$ cat config.mk
export PLATFORM = sky130hd
export DESIGN_NAME = slim_freeze_ctrl_flat
export DESIGN_NICKNAME = d
export VERILOG_FILES = /design/src/rtl/slim_freeze_ctrl_if.sv /design/src/rtl/slim_freeze_ctrl.sv /design/src/flat_wrapper.sv
export SDC_FILE = /design/constraint.sdc
export NUM_CORES = 1
export LEC_CHECK = 0
export CAP_MARGIN = 25
export CORE_MARGIN = 2
export CORE_UTILIZATION = 50
export CTS_BUF_LIST = sky130_fd_sc_hd__clkbuf_16
export DETAILED_ROUTE_END_ITERATION = 7
export PLACE_DENSITY_LB_ADDON = 0.3
export SLEW_MARGIN = 10
export SYNTH_ARGS = -nofsm -noshare
export SYNTH_HDL_FRONTEND = slang
export SYNTH_SLANG_ARGS = --single-unit
$ cat constraint.sdc
create_clock -name clk -period 5.2 [get_ports clk]
set_input_delay 0.78 -clock clk [delete_from_list [all_inputs] [get_ports clk]]
set_output_delay 0.78 -clock clk [all_outputs]
set_load 0.005 [all_outputs]
$ cat src/rtl/slim_freeze_ctrl_if.sv
// Ice-shot handshake bus between the shot logic (master) and the slime
// freeze controller (slave). The shot logic holds shot_valid with a stable
// position until it sees the one-cycle shot_consume pulse.
interface slim_freeze_ctrl_if;
    logic       shot_valid;
    logic [9:0] x_shot;
    logic [8:0] y_shot;
    logic       shot_consume;

    modport master (
        output shot_valid,
        output x_shot,
        output y_shot,
        input  shot_consume
    );

    modport slave (
        input  shot_valid,
        input  x_shot,
        input  y_shot,
        output shot_consume
    );
endinterface

$ cat src/rtl/slim_freeze_ctrl.sv
// Slime freeze controller: detects ice-shot hits on the slime, holds the
// freeze for FREEZE_TICKS animation ticks, flags the last WARN_TICKS ticks
// as the thaw-warning window, and reports player/slime contact while the
// slime walks. All outputs are registered.
module slim_freeze_ctrl #(
    parameter int unsigned TICK_VAL     = 6000000,
    parameter int unsigned SLIM_W       = 34,
    parameter int unsigned SLIM_H       = 33,
    parameter int unsigned SHOT_W       = 8,
    parameter int unsigned SHOT_H       = 8,
    parameter int unsigned PLAYER_W     = 32,
    parameter int unsigned PLAYER_H     = 32,
    parameter int unsigned FREEZE_TICKS = 127,
    parameter int unsigned WARN_TICKS   = 16
) (
    input  logic                       clk,
    input  logic                       rst,
    input  logic [31:0]                i_ipcnt,
    slim_freeze_ctrl_if.slave          shot_bus,
    input  logic [9:0]                 i_x_slim,
    input  logic [8:0]                 i_y_slim,
    input  logic [9:0]                 i_x_player,
    input  logic [8:0]                 i_y_player,
    output logic                       o_slim_frozen,
    output logic                       o_slim_thaw_warn,
    output logic                       o_player_hit,
    output logic [6:0]                 o_freeze_left,
    output logic [7:0]                 o_hit_cnt
);

    typedef enum logic [1:0] {
        ST_IDLE   = 2'd0,
        ST_FROZEN = 2'd1,
        ST_WARN   = 2'd2
    } state_t;

    localparam logic [31:0] C_TICK_VAL = 32'(TICK_VAL);
    localparam logic [6:0]  C_FREEZE   = 7'(FREEZE_TICKS);
    localparam logic [6:0]  C_WARN     = 7'(WARN_TICKS);

    // Inclusive axis-aligned rectangle overlap. One extra bit on each axis
    // keeps the far-edge sums from wrapping near the screen border.
    function automatic logic f_overlap(
        input logic [10:0] ax, input logic [9:0] ay,
        input logic [10:0] aw, input logic [9:0] ah,
        input logic [10:0] bx, input logic [9:0] by,
        input logic [10:0] bw, input logic [9:0] bh
    );
        logic [10:0] ax1;
        logic [10:0] bx1;
        logic [9:0]  ay1;
        logic [9:0]  by1;
        ax1 = ax + aw - 11'd1;
        bx1 = bx + bw - 11'd1;
        ay1 = ay + ah - 10'd1;
        by1 = by + bh - 10'd1;
        return (ax <= bx1) && (bx <= ax1) && (ay <= by1) && (by <= ay1);
    endfunction

    state_t      r_state;
    state_t      w_state_nxt;
    logic [6:0]  r_freeze_left;
    logic [6:0]  w_freeze_left_nxt;
    logic [6:0]  w_left_dec;
    logic [7:0]  r_hit_cnt;
    logic [7:0]  w_hit_cnt_nxt;
    logic        r_shot_armed;
    logic        w_shot_armed_nxt;
    logic        r_contact_d;
    logic        r_slim_frozen;
    logic        r_thaw_warn;
    logic        r_shot_consume;
    logic        r_player_hit;

    logic        w_tick;
    logic        w_shot_ovl;
    logic        w_player_ovl;
    logic        w_shot_hit;
    logic        w_contact;

    // The renderer guarantees ipcnt sits on TICK_VAL for exactly one clock,
    // so a plain compare is a single-cycle tick strobe.
    assign w_tick = (i_ipcnt == C_TICK_VAL);

    assign w_shot_ovl = f_overlap(
        {1'b0, shot_bus.x_shot}, {1'b0, shot_bus.y_shot}, 11'(SHOT_W), 10'(SHOT_H),
        {1'b0, i_x_slim},        {1'b0, i_y_slim},        11'(SLIM_W), 10'(SLIM_H));

    assign w_player_ovl = f_overlap(
        {1'b0, i_x_player}, {1'b0, i_y_player}, 11'(PLAYER_W), 10'(PLAYER_H),
        {1'b0, i_x_slim},   {1'b0, i_y_slim},   11'(SLIM_W),   10'(SLIM_H));

    // A shot counts once: arming is cleared on the hit and only restored
    // after the shot logic has dropped shot_valid.
    assign w_shot_hit = shot_bus.shot_valid & r_shot_armed & w_shot_ovl;

    // A frozen slime is harmless, so contact only exists while walking.
    assign w_contact  = w_player_ovl & (r_state == ST_IDLE);

    assign w_left_dec = r_freeze_left - 7'd1;

    // Next-state, freeze countdown, hit counter and shot re-arm logic.
    always_comb begin
        // NOTE: every signal driven here gets a default first so no path
        // leaves it unassigned, which would otherwise infer a latch.
        w_state_nxt       = r_state;
        w_freeze_left_nxt = r_freeze_left;
        w_hit_cnt_nxt     = r_hit_cnt;
        w_shot_armed_nxt  = r_shot_armed;

        if (w_shot_hit) begin
            w_shot_armed_nxt = 1'b0;
        end else if (!shot_bus.shot_valid) begin
            w_shot_armed_nxt = 1'b1;
        end

        if (w_shot_hit) begin
            // A hit (fresh or re-freeze) wins over a coincident tick.
            w_state_nxt       = ST_FROZEN;
            w_freeze_left_nxt = C_FREEZE;
            if (r_hit_cnt != 8'hFF) begin
                w_hit_cnt_nxt = r_hit_cnt + 8'd1;
            end
        end else begin
            case (r_state)
                ST_IDLE: begin
                    w_freeze_left_nxt = 7'd0;
                end
                ST_FROZEN: begin
                    if (w_tick) begin
                        w_freeze_left_nxt = w_left_dec;
                        if (w_left_dec == 7'd0) begin
                            w_state_nxt = ST_IDLE;
                        end else if (w_left_dec == C_WARN) begin
                            w_state_nxt = ST_WARN;
                        end
                    end
                end
                ST_WARN: begin
                    if (w_tick) begin
                        if (r_freeze_left == 7'd1) begin
                            w_state_nxt       = ST_IDLE;
                            w_freeze_left_nxt = 7'd0;
                        end else begin
                            w_freeze_left_nxt = w_left_dec;
                        end
                    end
                end
                default: begin
                    w_state_nxt       = ST_IDLE;
                    w_freeze_left_nxt = 7'd0;
                end
            endcase
        end
    end

    // State register and registered outputs, decoded from the next state so
    // the renderer sees the freeze one cycle after the hit cycle.
    always_ff @(posedge clk) begin
        if (rst) begin
            r_state        <= ST_IDLE;
            r_freeze_left  <= 7'd0;
            r_hit_cnt      <= 8'd0;
            r_shot_armed   <= 1'b1;
            r_contact_d    <= 1'b0;
            r_slim_frozen  <= 1'b0;
            r_thaw_warn    <= 1'b0;
            r_shot_consume <= 1'b0;
            r_player_hit   <= 1'b0;
        end else begin
            // NOTE: non-blocking assignments so every register samples the
            // pre-edge values, independent of statement order.
            r_state        <= w_state_nxt;
            r_freeze_left  <= w_freeze_left_nxt;
            r_hit_cnt      <= w_hit_cnt_nxt;
            r_shot_armed   <= w_shot_armed_nxt;
            r_contact_d    <= w_contact;
            r_slim_frozen  <= (w_state_nxt != ST_IDLE);
            r_thaw_warn    <= (w_state_nxt == ST_WARN);
            r_shot_consume <= w_shot_hit;
            r_player_hit   <= w_contact & ~r_contact_d;
        end
    end

    assign shot_bus.shot_consume = r_shot_consume;
    assign o_slim_frozen         = r_slim_frozen;
    assign o_slim_thaw_warn      = r_thaw_warn;
    assign o_player_hit          = r_player_hit;
    assign o_freeze_left         = r_freeze_left;
    assign o_hit_cnt             = r_hit_cnt;

endmodule

$ cat src/flat_wrapper.sv
// flat-port wrapper written by rule: the top's interface ports become plain ports
module slim_freeze_ctrl_flat 
#(
    parameter int unsigned TICK_VAL     = 6000000,
    parameter int unsigned SLIM_W       = 34,
    parameter int unsigned SLIM_H       = 33,
    parameter int unsigned SHOT_W       = 8,
    parameter int unsigned SHOT_H       = 8,
    parameter int unsigned PLAYER_W     = 32,
    parameter int unsigned PLAYER_H     = 32,
    parameter int unsigned FREEZE_TICKS = 127,
    parameter int unsigned WARN_TICKS   = 16
)
  (clk, rst, i_ipcnt, i_x_slim, i_y_slim, i_x_player, i_y_player, o_slim_frozen, o_slim_thaw_warn, o_player_hit, o_freeze_left, o_hit_cnt, shot_bus_shot_valid, shot_bus_x_shot, shot_bus_y_shot, shot_bus_shot_consume);
  slim_freeze_ctrl_if shot_bus_i ();
  input  logic clk;
  input  logic rst;
  input  logic [31:0] i_ipcnt;
  input  logic [9:0] i_x_slim;
  input  logic [8:0] i_y_slim;
  input  logic [9:0] i_x_player;
  input  logic [8:0] i_y_player;
  output logic o_slim_frozen;
  output logic o_slim_thaw_warn;
  output logic o_player_hit;
  output logic [6:0] o_freeze_left;
  output logic [7:0] o_hit_cnt;
  input wire logic [$bits(shot_bus_i.shot_valid)-1:0] shot_bus_shot_valid;
  input wire logic [$bits(shot_bus_i.x_shot)-1:0] shot_bus_x_shot;
  input wire logic [$bits(shot_bus_i.y_shot)-1:0] shot_bus_y_shot;
  output wire logic [$bits(shot_bus_i.shot_consume)-1:0] shot_bus_shot_consume;
  assign shot_bus_i.shot_valid = shot_bus_shot_valid;
  assign shot_bus_i.x_shot = shot_bus_x_shot;
  assign shot_bus_i.y_shot = shot_bus_y_shot;
  assign shot_bus_shot_consume = shot_bus_i.shot_consume;
  slim_freeze_ctrl #(.TICK_VAL(TICK_VAL), .SLIM_W(SLIM_W), .SLIM_H(SLIM_H), .SHOT_W(SHOT_W), .SHOT_H(SHOT_H), .PLAYER_W(PLAYER_W), .PLAYER_H(PLAYER_H), .FREEZE_TICKS(FREEZE_TICKS), .WARN_TICKS(WARN_TICKS)) u_core (.clk(clk), .rst(rst), .i_ipcnt(i_ipcnt), .shot_bus(shot_bus_i), .i_x_slim(i_x_slim), .i_y_slim(i_y_slim), .i_x_player(i_x_player), .i_y_player(i_y_player), .o_slim_frozen(o_slim_frozen), .o_slim_thaw_warn(o_slim_thaw_warn), .o_player_hit(o_player_hit), .o_freeze_left(o_freeze_left), .o_hit_cnt(o_hit_cnt));
endmodule
---- Yosys cells after proc, flatten, opt, wreduce, memory -nomap -nowiden ----
Index checks and enable logic that the tools add are counted.
word-level totals
  output and inout port bits .............. 19
  bits in registers ....................... 23
cells by class
  reductions and logical operators ........ 11
  magnitude comparators ................... 8
  mux-type cells .......................... 14
  bitwise operators ....................... 5
  equal/unequal tests ..................... 10
  add/sub/neg operators ................... 14
operators with widths
  cell                                                    count
  <= comparator 10 x 11 -> 1 bit                          4
  <= comparator 9 x 10 -> 1 bit                           4
  subtractor 11 x 1 -> 11 bit (second input constant)     3
  equality test 32 x 23 -> 1 bit (second input constant)  1
  subtractor 10 x 1 -> 10 bit (second input constant)     3
  2-to-1 mux 7 bit                                        4
  adder 10 x 6 -> 11 bit (second input constant)          2
  adder 9 x 6 -> 10 bit (second input constant)           2
  case mux 7 bit (2 select lines)                         1
  2-to-1 mux 2 bit                                        6
  adder 10 x 4 -> 11 bit (second input constant)          1
  adder 9 x 4 -> 10 bit (second input constant)           1
  adder 8 x 1 -> 8 bit (second input constant)            1
  != test 8 bit (second input constant)                   1
  equality test 7 x 1 -> 1 bit (second input constant)    1
  equality test 7 x 5 -> 1 bit (second input constant)    1
  logical NOT 7 bit                                       1
  subtractor 7 x 1 -> 7 bit (second input constant)       1
  logical AND 1 bit                                       6
  != test 3 x 1 -> 1 bit (second input constant)          2
  case mux 2 bit (3 select lines)                         1
  AND 1 bit                                               4
  equality test 2 bit (second input constant)             2
  AND reduction 2 bit                                     2
  other kinds (6)                                         7

---- Longest topological paths before layout ----
  depth in word-level cells ............... 9
  depth in mapped cells ................... 14

---- Worst setup path before layout ----
No wires, ideal clock.
  path kind ............................... input -> register
  start ................................... input shot_bus_y_shot[2]
  end ..................................... register u_core.r_hit_cnt[2], in the netlist u_core.o_hit_cnt[2]
  data arrival time ....................... 3.711 ns
  setup time .............................. 0.121 ns
  buffers on the path ..................... 0
  stages on the path ...................... 10
  setup slack ............................. 1.368 ns
  cell sequence ........................... or3_1 > nand3_1 > xor2_1 > ha_1 > a21o_1 > a21o_2 > o311ai_0 > nand2_1 > nor4b_1 > mux2_2
between the ends
  longest elaborated chain between the ends .. 6
  elaborated cells between the ends (all ways) .. 8
  classes of those cells .................. 2 x add/sub; 2 x order compare; 1 x bitwise; 3 x reduce/logical
ends and longest elaborated chain
  item                             line                     source
  start: declaration               flat_wrapper.sv:30       input wire logic [$bits(shot_bus_i.y_shot)-1:0] shot_bus_y_shot;
  adder 9 x 4 -> 10 bit            slim_freeze_ctrl.sv:55   ay1 = ay + ah - 10'd1;
  subtractor 10 x 1 -> 10 bit      slim_freeze_ctrl.sv:55
  <= comparator 9 x 10 -> 1 bit    slim_freeze_ctrl.sv:57   return (ax <= bx1) && (bx <= ax1) && (ay <= by1) && (by <= ay1);
  logical AND 1 bit *              slim_freeze_ctrl.sv:57
  AND 1 bit *                      slim_freeze_ctrl.sv:95   assign w_shot_hit = shot_bus.shot_valid & r_shot_armed & w_shot_ovl;
  AND reduction 2 bit (no line) *  --
  end signal: assignment           slim_freeze_ctrl.sv:175  r_hit_cnt <= w_hit_cnt_nxt;
  end: declaration                 slim_freeze_ctrl.sv:65   logic [7:0] r_hit_cnt;
Mark *: on every way between the ends. The rest lies on a longest branch, timed or not.
A chain may end at the register's enable or synchronous reset.

---- Worst setup path after layout ----
  start ................................... input shot_bus_x_shot[1]
  end ..................................... register u_core.r_hit_cnt[2], in the netlist u_core.o_hit_cnt[2]
between the ends
  longest elaborated chain between the ends .. 8
  elaborated cells between the ends (all ways) .. 9
  classes of those cells .................. 2 x add/sub; 2 x order compare; 1 x bitwise; 4 x reduce/logical
ends and longest elaborated chain
  item                              line                    source
  start: declaration                flat_wrapper.sv:29      input wire logic [$bits(shot_bus_i.x_shot)-1:0] shot_bus_x_shot;
  adder 10 x 4 -> 11 bit            slim_freeze_ctrl.sv:53  ax1 = ax + aw - 11'd1;
  subtractor 11 x 1 -> 11 bit       slim_freeze_ctrl.sv:53
  <= comparator 10 x 11 -> 1 bit    slim_freeze_ctrl.sv:57
  logical AND 1 bit * (3 in a row)  slim_freeze_ctrl.sv:57
  AND 1 bit *                       slim_freeze_ctrl.sv:95
  AND reduction 2 bit (no line) *   --
Marked as above.

==> impl_metrics.csv <==
group,metric,value,unit
power,p_per_area,159,mW/mm^2
global_routing,grt_max_degree,24,
detailed_routing,drc_errors,0,
synth,syn_nets,665,
placed_design,place_congestion,0.842,
layout,final_cell_mix,"clkdlybuf4s50_1 (110), ha_1 (81), nand2_1 (31), inv_1 (31), nor2_1 (29)",
synth,async_flop_share,0,%
synth,synthFlopType,"dfxtp_1",
global_routing,grt-ovfl-total,0,
die,start_util,51.4,%
clock_tree,clockRootBuffer,"clkbuf_16",
critical_path,crit_fanout,8,
timing,timing.slew.headroom,50.5,%
critical_path,required,5350,ps
synth,synth-edff-count,0,
synth,synth-seq-area-share,11.7,%
global_routing,antenna_found_initial,0,
timing,setup_tns,0,ps
timing,tightest_slew,741,ps
timing,timing.fmax,223,MHz
synth,yosysWarnings,0,
timing,finalSetupViolations,0,
clock_tree,ctsHoldBuffers,0,
power,power,831,uW
die,die_x,92.9,um
detailed_routing,route.vias.total,4148,
timing,hold_violations,0,
detailed_routing,wl_per_cell,15.5,um
timing,layout_min_cycle_time,4490,ps
power,ir_drop,175,uV
layout,syn2layout_area_growth,32.1,%
clock_tree,cts_tree,"done",
synth,synth.avg_cell_area,8.03,sq um
die,ios,111,
detailed_routing,ant_nets,0,
detailed_routing,finalWirelength,10.9,mm
timing,rsz0062_at_grt,"false",
global_routing,grt_pass1_vias,4107,
clock_tree,post_cts_resized,0,
min_path,min_path_type,"reg -> reg",
critical_path,start_kind,"primary input",
die,rows,32,
detailed_routing,first_iter_violations,153,
placed_design,portBuffers,110,
detailed_routing,vias_per_cell,5.92,
clock_tree,insertion_delay,260,ps
synth,ys_ff_latch,23,
layout,drive_above_1_share,3.67,%
critical_path,crit_type,"in -> reg",
critical_path,r2r_setup_slack,2950,ps
global_routing,grt_pass1_wl,18.1,mm
synth,ys_types,66,
layout,antenna_cells,0,
clock_tree,clk_pin_slew,60,ps
clock_tree,numCtsBuffers,3,
power,p_leak,0.00214,uW
layout,final_common_cell,"clkdlybuf4s50_1",
layout,layout.cells.non_filler,701,
die,core,0.00769,sq mm
placed_design,dpl.hpwl,9.07,mm
status,status,"finished clean",
timing,period_share,86.3,%
critical_path,worst_ep_arrival_time,4640,ps
die,die_h,92.9,um
global_routing,grt_use_total,24.8,%
clock_tree,htreeDepth,1,
detailed_routing,firstDrtPassIters,5,
critical_path,critPathCaptureType,"flop",
die,dieArea,0.00863,sq mm
job,drv_cap,0,
timing,finalMaxSlewViolations,0,
layout,nFillCells,682,
timing,skew,2.08,ps
layout,nets,773,
clock_tree,cts_sinks,23,
clock_tree,cts_max_path_buffers,2,
synth,syn_inst,492,
synth,syn_area,0.00395,sq mm
clock_tree,cts_setup_buffers,0,
placed_design,dp.cells,697,
synth_stat cells, drive strengths merged, types with 4 or more instances:
cell / n / area share [%]
a21o: 8 / 1.6
o22ai: 4 / 0.63
clkbuf: 5 / 0.57
nor4: 11 / 1.7
nor2b: 17 / 2.7
or4: 4 / 0.76
nor4b: 4 / 0.89
o21ai: 23 / 2.9
xor2: 23 / 5.1
nand2b: 7 / 1.1
ha: 81 / 26
mux2: 5 / 1.4
o211ai: 4 / 0.76
nand4: 15 / 2.4
a31oi: 5 / 0.79
inv: 30 / 2.8
dfxtp: 23 / 12
o31ai: 4 / 0.76
a22oi: 4 / 0.76
a21oi: 23 / 2.9
o21a: 11 / 2.1
nand3: 23 / 3.0
xnor2: 22 / 4.9
and3: 9 / 1.4
nor3: 11 / 1.4
nor2: 29 / 2.8
nand2: 31 / 2.9
per-layer routing:
layer | GRT usage [%] | up-vias | wire, um
li1 | - | 2076 | -
met4 | 4.29 | 0 | 97
met1 | 31.7 | 1924 | 4800
met3 | 1.87 | 17 | 509
met2 | 45.9 | 131 | 5450
met5 | 0 | - | 0
power breakdown:
group          internal (uW)  switching (uW)  total [uW]
Combinational            230             230         460
Clock                    103            65.7         168
Sequential               189            13.5         202
Total                    522             309         831
through the flow:
step	worst slack [ps]	instance area, sq um	util, %	hold WS [ps]
2_1_floorplan	1370	3950	-	367
3_3_place_gp	637	5140	66.9	389
3_5_place_dp	514	5140	66.9	392
4_1_cts	749	5220	67.9	400
5_1_grt	402	5220	67.9	425
6_report	713	5220	67.9	396
kinds of logic after synthesis:
logic type	Yosys count	synth area share [%]
and+or+nand+nor	183	25.7
adders and majority gates	82	25.9
buffers and inverters	38	3.99
DFF	23	11.7
muxes	8	2.18
AOI/OAI and AO/OA	113	20.6
xor gates and xnor gates	45	9.97
final timing paths:
| kind | to | start | cells after the start |
|---|---|---|---|
| setup / recovery | u_core.o_hit_cnt[2]$_SDFFE_PP0P_ | shot_bus_x_shot[1] | 15 |
| hold / removal | u_core.o_player_hit$_SDFF_PP0_ | u_core.r_contact_d$_SDFF_PP0_ | 1 |
| setup reg to reg | u_core.o_slim_thaw_warn$_SDFF_PP0_ | u_core.o_freeze_left[0]$_SDFFE_PP0P_ | 9 |
| hold reg to reg | u_core.o_player_hit$_SDFF_PP0_ | u_core.r_contact_d$_SDFF_PP0_ | 1 |
sequential cells by signal, summed over array words and instances, names as in the netlist:
register / cells
u_core.o_hit_cnt: 8
u_core.o_freeze_left: 7
u_core.r_state: 2
u_core.o_player_hit: 1
u_core.o_slim_frozen: 1
u_core.o_slim_thaw_warn: 1
u_core.r_contact_d: 1
u_core.r_shot_armed: 1
u_core.shot_bus.shot_consume: 1
worst max-delay path: stages:
cell and delay, ps:
clkdlybuf4s50_1 520, inv_1 80, ha_1 190, a21oi_1 220, nand2_1 100, xor2_1 150, ha_1 320, a21oi_1 160
nor2b_1 50, a2111oi_0 270, o21ai_0 170, a32oi_1 510, nand2_1 330, nor4b_1 410, mux2_2 370
cell type report:
cell class                 instances  area (sq um)  share of cell area, %
clock buffer                       3          75.1                   1.44
clock inverter                     1          3.75                 0.0719
inverter                          30           113                   2.16
multi-input combinational        431          3330                   63.8
sequential                        23           460                   8.82
tap                              102           128                   2.44
timing repair buffer             111          1110                   21.2
(Power assumes the default switching activity.)
==> patch (config.mk and constraints unchanged) <==
Encoding of `state_t`: now one-hot (3 bits for 3 states).
--- a/src/rtl/slim_freeze_ctrl.sv
+++ b/src/rtl/slim_freeze_ctrl.sv
@@ -28,10 +28,10 @@
     output logic [7:0]                 o_hit_cnt
 );
 
-    typedef enum logic [1:0] {
-        ST_IDLE   = 2'd0,
-        ST_FROZEN = 2'd1,
-        ST_WARN   = 2'd2
+    typedef enum logic [2:0] {
+        ST_IDLE   = 3'b001,
+        ST_FROZEN = 3'b010,
+        ST_WARN   = 3'b100
     } state_t;
 
     localparam logic [31:0] C_TICK_VAL = 32'(TICK_VAL);
Check against the original RTL: same outputs for any inputs over 10 cycles, from zero or initial values and one cycle with rst high; not proved beyond that.
==> patch against the original RTL <==
  * Worst setup slack improved by 340 ps
  * Final area decreased by 1.5%
  * Routed wire length decreased by 2.5%
  * Sequential cell count increased by 1
  * Sequential power increased by 2%
  * Total power decreased by 2.9%
  * First-iteration DRC count decreased by 6.5%
  * Synthesized area decreased by 2.2%
  * Critical path type unchanged
==> patch: results (changes against the original RTL) <==
| Metric | Value |
|---|---|
| Status | `completed` |
| Mapped Nets | `650 (-2.3%)` |
| Worst Path Max Fanout | `12 (+4)` |
| Iter 0 DRT Violations | `143 (-6.5%)` |
| WL met2 | `5290 um (-2.9%)` |
| Cell Pwr Density | `157 nW/um^2 (-1.4%)` |
| Routed WL | `10,600 um (-2.5%)` |
| FF+latch count, synth | `24 (+4.3%)` |
| Top area cells in the synthesized netlist | `ha_1 25%, dfxtp_1 12%, xor2_1 5.4%` |
| Met2 Usage GRT | `45.4% (-0.49 points)` |
| Seq area share | `9.34% (+0.52 points)` |
| Placed Cells | `685 (-1.7%)` |
| Filler instances | `675 (-1.0%)` |
| Non-Clock Buffer Area Fraction | `21.6% (+0.33 points)` |
| Postcts setup bufs | `0 (unchanged)` |
| Peak VDD IR | `0.000112 V (-36%)` |
| Dpl hpwl | `8860 um (-2.3%)` |
| Average wire per standard cell | `15.3 um (-0.90%)` |
| Place WS | `592 ps (+77.8 ps)` |
| Met1 WL | `4630 um (-3.5%)` |
| Multi-In Gates | `424 (-1.6%)` |
| Leak pwr | `2.14 nW (+0.11%)` |
| Logic power comb | `0.000435 W (-5.4%)` |
| Routability cong. | `0.954 (+13%)` |
| First-pass GRT wire length | `18,000 um (-0.76%)` |
| Fraction of layout cells with a size suffix above 1 | `3.57% (-0.10 points)` |
| Global Route Usage Sum | `25.2% (+0.33 points)` |
| Post-synthesis sequential area ratio | `12.4% (+0.77 points)` |
| ClkCell Share | `1.53% (+0.023 points)` |
| Net Sw Frac | `35.5% (-1.6 points)` |
| DP Area | `5050 sq um (-1.8%)` |
| WL met3 | `521 um (+2.4%)` |
| Worst-margin pin slew | `867 ps (+126 ps)` |
| Die Wd | `91.9 um (-1.0%)` |
| Non-clock inverter total of the final layout | `25 (-17%)` |
| Vias per cell | `5.80 (-2.0%)` |
| Synth top cells by count | `76 x ha_1, 31 x nand2_1, 27 x nor2_1` |
| Met1 Usage GRT | `31.8% (+0.049 points)` |
| Nets | `757 (-2.1%)` |
==> patch: critical path, cell delays in order <==
cell             delay (ps)
clkdlybuf4s50_1         490
inv_1                    80
ha_1                    200
nand2b_1                150
nand4_1                 130
xor2_1                  180
ha_1                    320
a21o_1                  190
a211o_1                 280
a211oi_1                190
a2bb2oi_1               340
o2111ai_2               380
or3_1                   450
a21oi_1                 150
==> patch: final timing paths <==
path                            start  cells after the start             endpoint  slack, ps
setup / recovery   shot_bus_x_shot[0]                     14  u_core.o_hit_cnt[4]       1060
hold / removal     u_core.r_contact_d                      1  u_core.o_player_hit        400
setup reg to reg  u_core.o_hit_cnt[0]                      6  u_core.o_hit_cnt[4]       3050
hold reg to reg    u_core.r_contact_d                      1  u_core.o_player_hit        400
==> patch: logic make-up after synthesis <==
kind of cell / synth area share (%)
AOI/OAI and AO/OA: 20.9
xor gates and xnor gates: 11.2
adders and majority gates: 24.9
buffers and inverters: 3.56
DFF: 12.4
muxes: 0.518
and+or+nand+nor: 26.6
